[config.mk]
export PLATFORM = sky130hd
export DESIGN_NAME = iobus_timer
export DESIGN_NICKNAME = d
export VERILOG_FILES = /design/src/rtl/iobus_timer_pkg.sv /design/src/rtl/timer_prescaler.sv /design/src/rtl/iobus_timer.sv
export SDC_FILE = /design/constraint.sdc
export NUM_CORES = 1
export LEC_CHECK = 0
export CAP_MARGIN = 5
export CORE_ASPECT_RATIO = 0.6
export CORE_MARGIN = 1.5
export CORE_UTILIZATION = 39
export CTS_CLUSTER_DIAMETER = 40
export DETAILED_ROUTE_END_ITERATION = 8
export GPL_ROUTABILITY_DRIVEN = 0
export SLEW_MARGIN = 20
export SYNTH_ARGS = -nofsm -noshare
export SYNTH_HDL_FRONTEND = slang
export SYNTH_HIERARCHICAL = 1
export SYNTH_SLANG_ARGS = --single-unit
[constraint.sdc]
create_clock -name CLK -period 2.9 [get_ports CLK]
set_input_delay 0.58 -clock CLK [delete_from_list [all_inputs] [get_ports CLK]]
set_output_delay 0.58 -clock CLK [all_outputs]
set_load 0.05 [all_outputs]
[src/rtl/iobus_timer_pkg.sv]
// Shared register offsets, CTRL bit positions and FSM encoding for iobus_timer.
package iobus_timer_pkg;

  // Word offsets within the timer window (byte addresses, [1:0] always 0)
  localparam logic [4:0] CTRL_OFF   = 5'h00;
  localparam logic [4:0] PRESC_OFF  = 5'h04;
  localparam logic [4:0] RELOAD_OFF = 5'h08;
  localparam logic [4:0] COUNT_OFF  = 5'h0C;
  localparam logic [4:0] STATUS_OFF = 5'h10;

  // CTRL register bit positions
  localparam int unsigned CTRL_EN   = 0;
  localparam int unsigned CTRL_AUTO = 1;
  localparam int unsigned CTRL_IE   = 2;

  // STATUS register bit positions
  localparam int unsigned STATUS_PEND = 0;

  typedef enum logic [1:0] {
    IDLE = 2'd0,
    RUN  = 2'd1,
    DONE = 2'd2
  } timer_state_e;

  // Word-aligned offset inside the 32-byte decode block; byte lanes are ignored.
  function automatic logic [4:0] word_off(input logic [31:0] addr);
    return {addr[4:2], 2'b00};
  endfunction

endpackage

[src/rtl/timer_prescaler.sv]
// Free-running prescaler: counts while running, ticks and wraps when the
// count matches the compare value.
module timer_prescaler #(
  parameter int unsigned PRESCALE_W = 16
) (
  input  logic                  i_clk,
  input  logic                  i_rst,
  input  logic                  i_run,
  input  logic                  i_clear,
  input  logic [PRESCALE_W-1:0] i_presc,
  output logic                  o_tick
);

  logic [PRESCALE_W-1:0] r_cnt;
  logic                  w_match;

  assign w_match = (r_cnt == i_presc);
  // The tick is still produced in a cycle that also clears, so an expiry
  // coinciding with a disable is not lost.
  assign o_tick  = i_run && w_match;

  // Prescale counter: cleared on reset or request, wraps on match while running
  always_ff @(posedge i_clk) begin
    if (i_rst || i_clear) begin
      r_cnt <= '0;
    end else if (i_run) begin
      if (w_match) begin
        r_cnt <= '0;
      end else begin
        r_cnt <= r_cnt + 1'b1;
      end
    end
  end

endmodule

[src/rtl/iobus_timer.sv]
// Memory-mapped countdown timer on the IOBUS with prescaler, optional
// auto-reload and a level interrupt.
module iobus_timer
  import iobus_timer_pkg::*;
#(
  parameter logic [31:0] BASE_ADDR  = 32'h1100_0100,
  parameter int unsigned PRESCALE_W = 16
) (
  input  logic        CLK,
  input  logic        RESET,
  input  logic [31:0] IOBUS_ADDR,
  input  logic [31:0] IOBUS_OUT,
  input  logic        IOBUS_WR,
  output logic [31:0] IOBUS_IN,
  output logic        INTR
);

  logic [2:0]            r_ctrl;
  logic [PRESCALE_W-1:0] r_presc;
  logic [31:0]           r_reload;
  logic [31:0]           r_count;
  logic                  r_pend;
  logic                  r_intr;
  logic [31:0]           r_rdata;
  timer_state_e          r_state;

  logic [4:0]            w_off;
  logic                  w_hit;
  logic                  w_wr_ctrl;
  logic                  w_wr_presc;
  logic                  w_wr_reload;
  logic                  w_wr_count;
  logic                  w_wr_status;
  logic                  w_tick;
  logic                  w_expire;
  logic                  w_presc_clr;
  logic [2:0]            w_ctrl_nxt;
  timer_state_e          w_state_nxt;
  logic [31:0]           w_rdata;
  logic                  w_unused;

  // Byte-lane bits carry no meaning for word registers
  assign w_unused = ^IOBUS_ADDR[1:0];

  assign w_off = word_off(IOBUS_ADDR);
  assign w_hit = (IOBUS_ADDR[31:5] == BASE_ADDR[31:5]) && (w_off <= STATUS_OFF);

  assign w_wr_ctrl   = IOBUS_WR && w_hit && (w_off == CTRL_OFF);
  assign w_wr_presc  = IOBUS_WR && w_hit && (w_off == PRESC_OFF);
  assign w_wr_reload = IOBUS_WR && w_hit && (w_off == RELOAD_OFF);
  assign w_wr_count  = IOBUS_WR && w_hit && (w_off == COUNT_OFF);
  assign w_wr_status = IOBUS_WR && w_hit && (w_off == STATUS_OFF);

  timer_prescaler #(
    .PRESCALE_W (PRESCALE_W)
  ) u_prescaler (
    .i_clk   (CLK),
    .i_rst   (RESET),
    .i_run   (r_state == RUN),
    .i_clear (w_presc_clr),
    .i_presc (r_presc),
    .o_tick  (w_tick)
  );

  // Ticks only occur in RUN, so this is the RUN-state expiry condition
  assign w_expire = w_tick && (r_count == '0);

  // FSM next state, prescaler clear and CTRL update; a CTRL write takes
  // priority over the EN auto-clear of a one-shot expiry
  always_comb begin
    w_state_nxt = r_state;
    w_presc_clr = 1'b0;
    w_ctrl_nxt  = r_ctrl;
    if (w_wr_ctrl) begin
      w_ctrl_nxt = IOBUS_OUT[2:0];
    end
    case (r_state)
      IDLE, DONE: begin
        if (w_wr_ctrl && IOBUS_OUT[CTRL_EN]) begin
          w_state_nxt = RUN;
          w_presc_clr = 1'b1;
        end
      end
      RUN: begin
        if (w_wr_ctrl) begin
          if (!IOBUS_OUT[CTRL_EN]) begin
            w_state_nxt = IDLE;
            w_presc_clr = 1'b1;
          end
        end else if (w_expire && !r_ctrl[CTRL_AUTO]) begin
          w_state_nxt         = DONE;
          w_ctrl_nxt[CTRL_EN] = 1'b0;
        end
      end
      default: begin
        w_state_nxt = IDLE;
      end
    endcase
  end

  // FSM and control register
  always_ff @(posedge CLK) begin
    if (RESET) begin
      r_state <= IDLE;
      r_ctrl  <= '0;
    end else begin
      r_state <= w_state_nxt;
      r_ctrl  <= w_ctrl_nxt;
    end
  end

  // Prescale compare and reload value registers
  always_ff @(posedge CLK) begin
    if (RESET) begin
      r_presc  <= '0;
      r_reload <= '0;
    end else begin
      if (w_wr_presc) begin
        r_presc <= IOBUS_OUT[PRESCALE_W-1:0];
      end
      if (w_wr_reload) begin
        r_reload <= IOBUS_OUT;
      end
    end
  end

  // Countdown register: a bus write beats the tick in the same cycle
  always_ff @(posedge CLK) begin
    if (RESET) begin
      r_count <= '0;
    end else if (w_wr_count) begin
      r_count <= IOBUS_OUT;
    end else if (w_expire) begin
      if (r_ctrl[CTRL_AUTO]) begin
        r_count <= r_reload;
      end
    end else if (w_tick) begin
      r_count <= r_count - 32'd1;
    end
  end

  // Pending flag: expiry set has priority over write-one-to-clear
  always_ff @(posedge CLK) begin
    if (RESET) begin
      r_pend <= 1'b0;
    end else if (w_expire) begin
      r_pend <= 1'b1;
    end else if (w_wr_status && IOBUS_OUT[STATUS_PEND]) begin
      r_pend <= 1'b0;
    end
  end

  // Registered interrupt level
  always_ff @(posedge CLK) begin
    if (RESET) begin
      r_intr <= 1'b0;
    end else begin
      r_intr <= r_pend && r_ctrl[CTRL_IE];
    end
  end

  // Read mux over pre-write register state
  always_comb begin
    w_rdata = '0;
    case (w_off)
      CTRL_OFF:   w_rdata = {29'd0, r_ctrl};
      PRESC_OFF:  w_rdata = 32'(r_presc);
      RELOAD_OFF: w_rdata = r_reload;
      COUNT_OFF:  w_rdata = r_count;
      STATUS_OFF: w_rdata = {31'd0, r_pend};
      default:    w_rdata = '0;
    endcase
  end

  // Registered read data, one cycle after the address
  always_ff @(posedge CLK) begin
    if (RESET) begin
      r_rdata <= '0;
    end else if (w_hit) begin
      r_rdata <= w_rdata;
    end else begin
      r_rdata <= '0;
    end
  end

  assign IOBUS_IN = r_rdata;
  assign INTR     = r_intr;

endmodule

---- Word-level counts from Yosys, hierarchy flattened ----
Cells that the tools add are included.
operators by class
  $lt $le $gt $ge ......................... 1
  shift-type cells ........................ 0
  multiplexer cells ....................... 21
  reduce and logical (&&, ||, !) cells .... 24
  div/mod/pow operators ................... 0
  multiply operators ...................... 0
  bitwise operators ....................... 1
  equality and inequality tests ........... 12
  add/subtract/negate cells ............... 2
operators by type and width
  kind                                                                   count
  32-bit case mux with 5 select lines                                    1
  32-bit 2-to-1 mux                                                      4
  32-bit logical NOT                                                     1
  32-bit by 1-bit subtractor with 32-bit output (second input constant)  1
  27-bit by 24-bit == test with 1-bit output (second input constant)     1
  16-bit by 1-bit adder with 16-bit output (second input constant)       1
  16-bit == test                                                         1
  16-bit 2-to-1 mux                                                      1
  1-bit logical AND                                                      13
  1-bit 2-to-1 mux                                                       9
  3-bit inequality test (second input constant)                          3
  2-bit 2-to-1 mux                                                       4
  3-bit by 2-bit == test with 1-bit output (second input constant)       2
  5-bit <= comparator (second input constant)                            1
  5-bit logical NOT                                                      1
  2-bit case mux with 2 select lines                                     1
  2-bit OR reduction                                                     2
  3-bit by 1-bit == test with 1-bit output (second input constant)       1
  3-bit == test (second input constant)                                  1
  3-bit AND reduction                                                    1
  3-bit nonzero test                                                     1
  2-bit by 1-bit == test with 1-bit output (second input constant)       1
  2-bit == test (second input constant)                                  1
  2-bit logical NOT                                                      1
  7 further kinds                                                        7
word-level totals
  bits of input ports ..................... 67
  register bits after elaboration ......... 135
  latch bits .............................. 0
  memory bits (read-only) ................. 0
  memories kept ........................... 0
  memory bits (writable) .................. 0

---- Depth between registers and ports, before layout ----
  word-level depth ........................ 8
  gate-level depth with buffers ........... 12
  depth with buffers taken out ............ 9

---- Cells and area by module ----
Netlist, hierarchy kept.
by module, submodules not included
  module           cells each  times used  area an instance (um^2)
  iobus_timer      678         1           5833.1
  timer_prescaler  103         1           885.8

---- Worst setup path after synthesis ----
Ideal clock, no wire load.
  path kind ............................... register to register
  start point ............................. register u_prescaler.r_cnt[2]
  end point ............................... register r_count[5]
  stages on the path, launching flop included .. 12
  slack ................................... 0.329 ns
  arrival time ............................ 2.449 ns
  cell sequence ........................... dfxtp_1 -> clkbuf_1 -> xor2_1 -> nor4_1 -> nand2_1 -> nor4_1 -> buf_4 -> nand3_1 -> or3_1 -> or3b_2 -> o211ai_1 -> o21ai_1
on the way
  cells in the longest elaborated chain, start to end .. 5
  elaborated cells on any way between the ends .. 8
  those cells by class .................... eq/ne: 2; mux: 2; reduce/logical: 4
ends and longest elaborated chain
  what                                                                RTL line               text
  from (decl)                                                         timer_prescaler.sv:14  logic [PRESCALE_W-1:0] r_cnt;
  from (signal assigned)                                              timer_prescaler.sv:30  r_cnt <= r_cnt + 1'b1;
  16-bit == test (*)                                                  timer_prescaler.sv:17  assign w_match = (r_cnt == i_presc);
  1-bit logical AND (*)                                               timer_prescaler.sv:20  assign o_tick = i_run && w_match;
  net w_tick                                                          iobus_timer.sv:34      logic w_tick;
  1-bit logical AND                                                   iobus_timer.sv:66      assign w_expire = w_tick && (r_count == '0);
  3-bit inequality test (no line), or another cell as far along       n/a
  2-bit AND reduction (no line) or 32-bit 2-to-1 mux (tied branches)  n/a
  to (signal assigned)                                                iobus_timer.sv:135     r_count <= r_reload;
  to (signal assigned)                                                iobus_timer.sv:138     r_count <= r_count - 32'd1;
  to (decl)                                                           iobus_timer.sv:21      logic [31:0] r_count;
Mark *: on every way through the listed nets, which the timed path passes. The rest lies on a longest branch.
A chain may end at the register's enable or synchronous reset.

---- Worst setup path in the final report ----
  start point ............................. register u_prescaler.r_cnt[10]
  end point ............................... register r_count[18]
The elaborated chain is that of the path after synthesis.

==> metrics.txt <==
Die ar.=0.0181 mm^2; clk sink count=135; Hold Path Class=flop to flop; Synth Flop Type=dfxtp_1; CP startpoint=u_prescaler/r_cnt[10]; DR WL/cell=18.7 um; initial antenna violation count=0; GR Util All Layers=24.1%; iteration-0 DRC count of the detailed router=629; worst-margin pin slew=716 ps; detailed-route via count=6,527; Longest Clk Path Bufs=2; Max Clk Rate=350 MHz; Met3 Wirelength=2210 um; Core Util, Final=54.6%; DP HPWL=15,500 um; number of antenna diodes=0; Skew-Pair Late Insertion Delay=410 ps; CTS Root Cell=clkbuf_16; yosys warns=6; vias in the first global route=6,258; Arr. time, crit path=3180 ps; Post-Syn Instances=781; critical path startpoint category=flop; critical path class=flop to flop; first-pass GRT wire length=33,700 um; Chip Width=172 um; FP Rows=36; total wire length=21,500 um; Core Area=0.0165 mm^2; Starting Density=40.6%; share of the synthesized area in the top cell type=40.2%; Worst Clk Skew=12.3 ps; clock-pin slew on the worst setup and hold paths=60 ps; P_leak=0.00326 uW; H-tree levels=4; final setup vio count=0; status=complete, no violations; pre-CTS WS=-95.2 ps; max_slew headroom=51.9%; share of cells above drive strength 1=16.4%; first drt pass iteration count=5; count of input and output buffers=97; largest net degree at the start of global routing=43; Final WS setup=41.1 ps; met1 WL=10,500 um; max-slew violations=0; fin crit period=2860 ps; hold_buf cts=0; max-capacitance violation count=0; Area growth syn-to-layout=34.3%; I/O Pins=100; period utilization=98.6%; Yosys top cell by area=dfxtp_1; Unique masters post-synth=71; EDFF count, synth=0; CP max FO=3; CTS tree=done; syn nets=850; Synth async-reset ratio=0%; critical path required time=3220 ps; Final ANT Viol Nets=0; Worst R2R Start=u_prescaler/r_cnt[10]; Num CTS Buffers=17; grt total ovfl=0; pwr/cell area=509 mW/mm^2; met2 wire len=8650 um; Power Total=4590 uW; nets=979; Synth Area per Inst=8.60 um^2; worst hold start=r_pend; DRC errors left=0; Seq/Total Area, Yosys=40.2%; Die Height=105 um; Final Hold Vio Count=0; Setup crit end kind=flop; uppermost layer routed=met4; FF+latch count, synth=135; setup TNS=0 ps; top cells by area, synth=dfxtp_1 40%, nor2_1 7.3%, mux2i_1 6.6%; Syn Std Cell Area=0.00672 mm^2; Max IR drop VDD=0.348 mV; DR vias/cell=5.67
## stage by stage
| stage | instance area, um^2 | hold WS, ps | std cells |
|---|---|---|---|
| 2_1_floorplan | 6720 | 423 | 781 |
| 3_3_place_gp | 8240 | 456 | 1115 |
| 3_5_place_dp | 8240 | 457 | 1115 |
| 4_1_cts | 8940 | 465 | 1147 |
| 5_1_grt | 9020 | 477 | 1151 |
| 6_report | 9020 | 465 | 1151 |
## worst max-delay path, cell delays in order, from the launching register on
cell and delay [ps]:
dfxtp_2 340, xor2_1 170, nor4_1 270, buf_4 180
nand2_2 80, nor4_4 220, buf_4 190, nand4_1 160
a31oi_1 360, nand2_1 160, or3_1 360, a311oi_1 260
## logic make-up after synthesis
| group | after synthesis | synth area share, % |
|---|---|---|
| multiplexers | 60 | 9.57 |
| buffers and inverters | 63 | 4.52 |
| AND/OR/NAND/NOR | 340 | 24.8 |
| adder cells (fa/ha/maj) | 2 | 0.372 |
| XOR/XNOR | 41 | 5.34 |
| flip-flops | 135 | 40.2 |
| AO/OA/AOI/OAI | 140 | 15.2 |
## layout make-up
class / instances / area (um^2)
clock buffers: 21 / 470
clock inverters: 11 / 218
fillers: 1508 / 7510
inverters: 6 / 22.5
multi-input cells: 583 / 3790
flip-flops and latches: 135 / 2700
well taps: 228 / 285
repair buffers: 167 / 1540
## routing by layer
metal,vias to the layer above,track usage (%)
met4,0,5.59
met3,20,7.99
met5,-,0
met1,3145,35.5
met2,287,33.4
li1,3075,-
## synth_stat cells (3+ instances only)
cell,instances
nor3_1,22
o41ai_1,3
o221ai_1,3
a211oi_1,9
nor4_1,17
nor2b_1,5
nand2_1,71
xnor2_1,19
a311oi_1,16
buf_4,4
o211ai_1,9
mux2_2,14
dfxtp_1,135
nor3b_1,4
buf_2,7
nand3_1,30
and3_1,4
a31oi_1,6
a22oi_1,33
or2_2,3
o21ai_0,14
and4_1,3
inv_1,6
nand4_1,13
nor2_1,130
a21oi_1,22
mux2i_1,44
nand2b_1,7
or3_1,8
or4_1,5
xor2_1,22
clkbuf_1,39
## placed cells by master, fill, tap and decap left out, types with 4 or more instances in the layout
cell	count
nor2_1	129
a311oi_1	16
inv_1	6
nor2b_1	4
nor4_1	15
o211ai_1	9
a31oi_1	6
nor3_1	20
mux2i_1	44
and3_1	4
nand3_1	29
clkdlybuf4s50_1	96
nand2_1	70
bufinv_16	6
buf_4	65
dfxtp_1	134
clkbuf_16	17
xor2_1	22
xnor2_1	18
a22oi_1	33
nand4_1	13
or4_1	5
nand2b_1	7
mux2_2	14
or3_1	6
o21ai_0	12
a211oi_1	8
o21ai_1	4
a21oi_1	22
## flip-flops by register name, indices dropped and copies added, names as in the netlist
register	cells
INTR	1
IOBUS_IN	32
r_count	32
r_ctrl	3
r_pend	1
r_presc	16
r_reload	32
r_state	2
u_prescaler/r_cnt	16
## repair_timing
action                                 in CTS  in global routing
setup endpoints to repair                  16                 28
gates cloned                                0                  0
setup buffers                               0                  4
endpoints found under the hold margin       0                  0
pin swaps                                   1                  2
resized for setup                           3                 13
## power by group
part | internal [uW] | switching [uW]
registers | 1850 | 0.000000970
clock network | 1690 | 860
logic | 99.7 | 88.9
## path summary, 6_finish.rpt
kind	endpoint	slack, ps	cells past startpoint
max	r_count[18]	40	11
min	INTR	470	2
max reg2reg	r_count[18]	40	11
min reg2reg	INTR	470	2
Note: power is estimated with default switching activity, not from simulation.
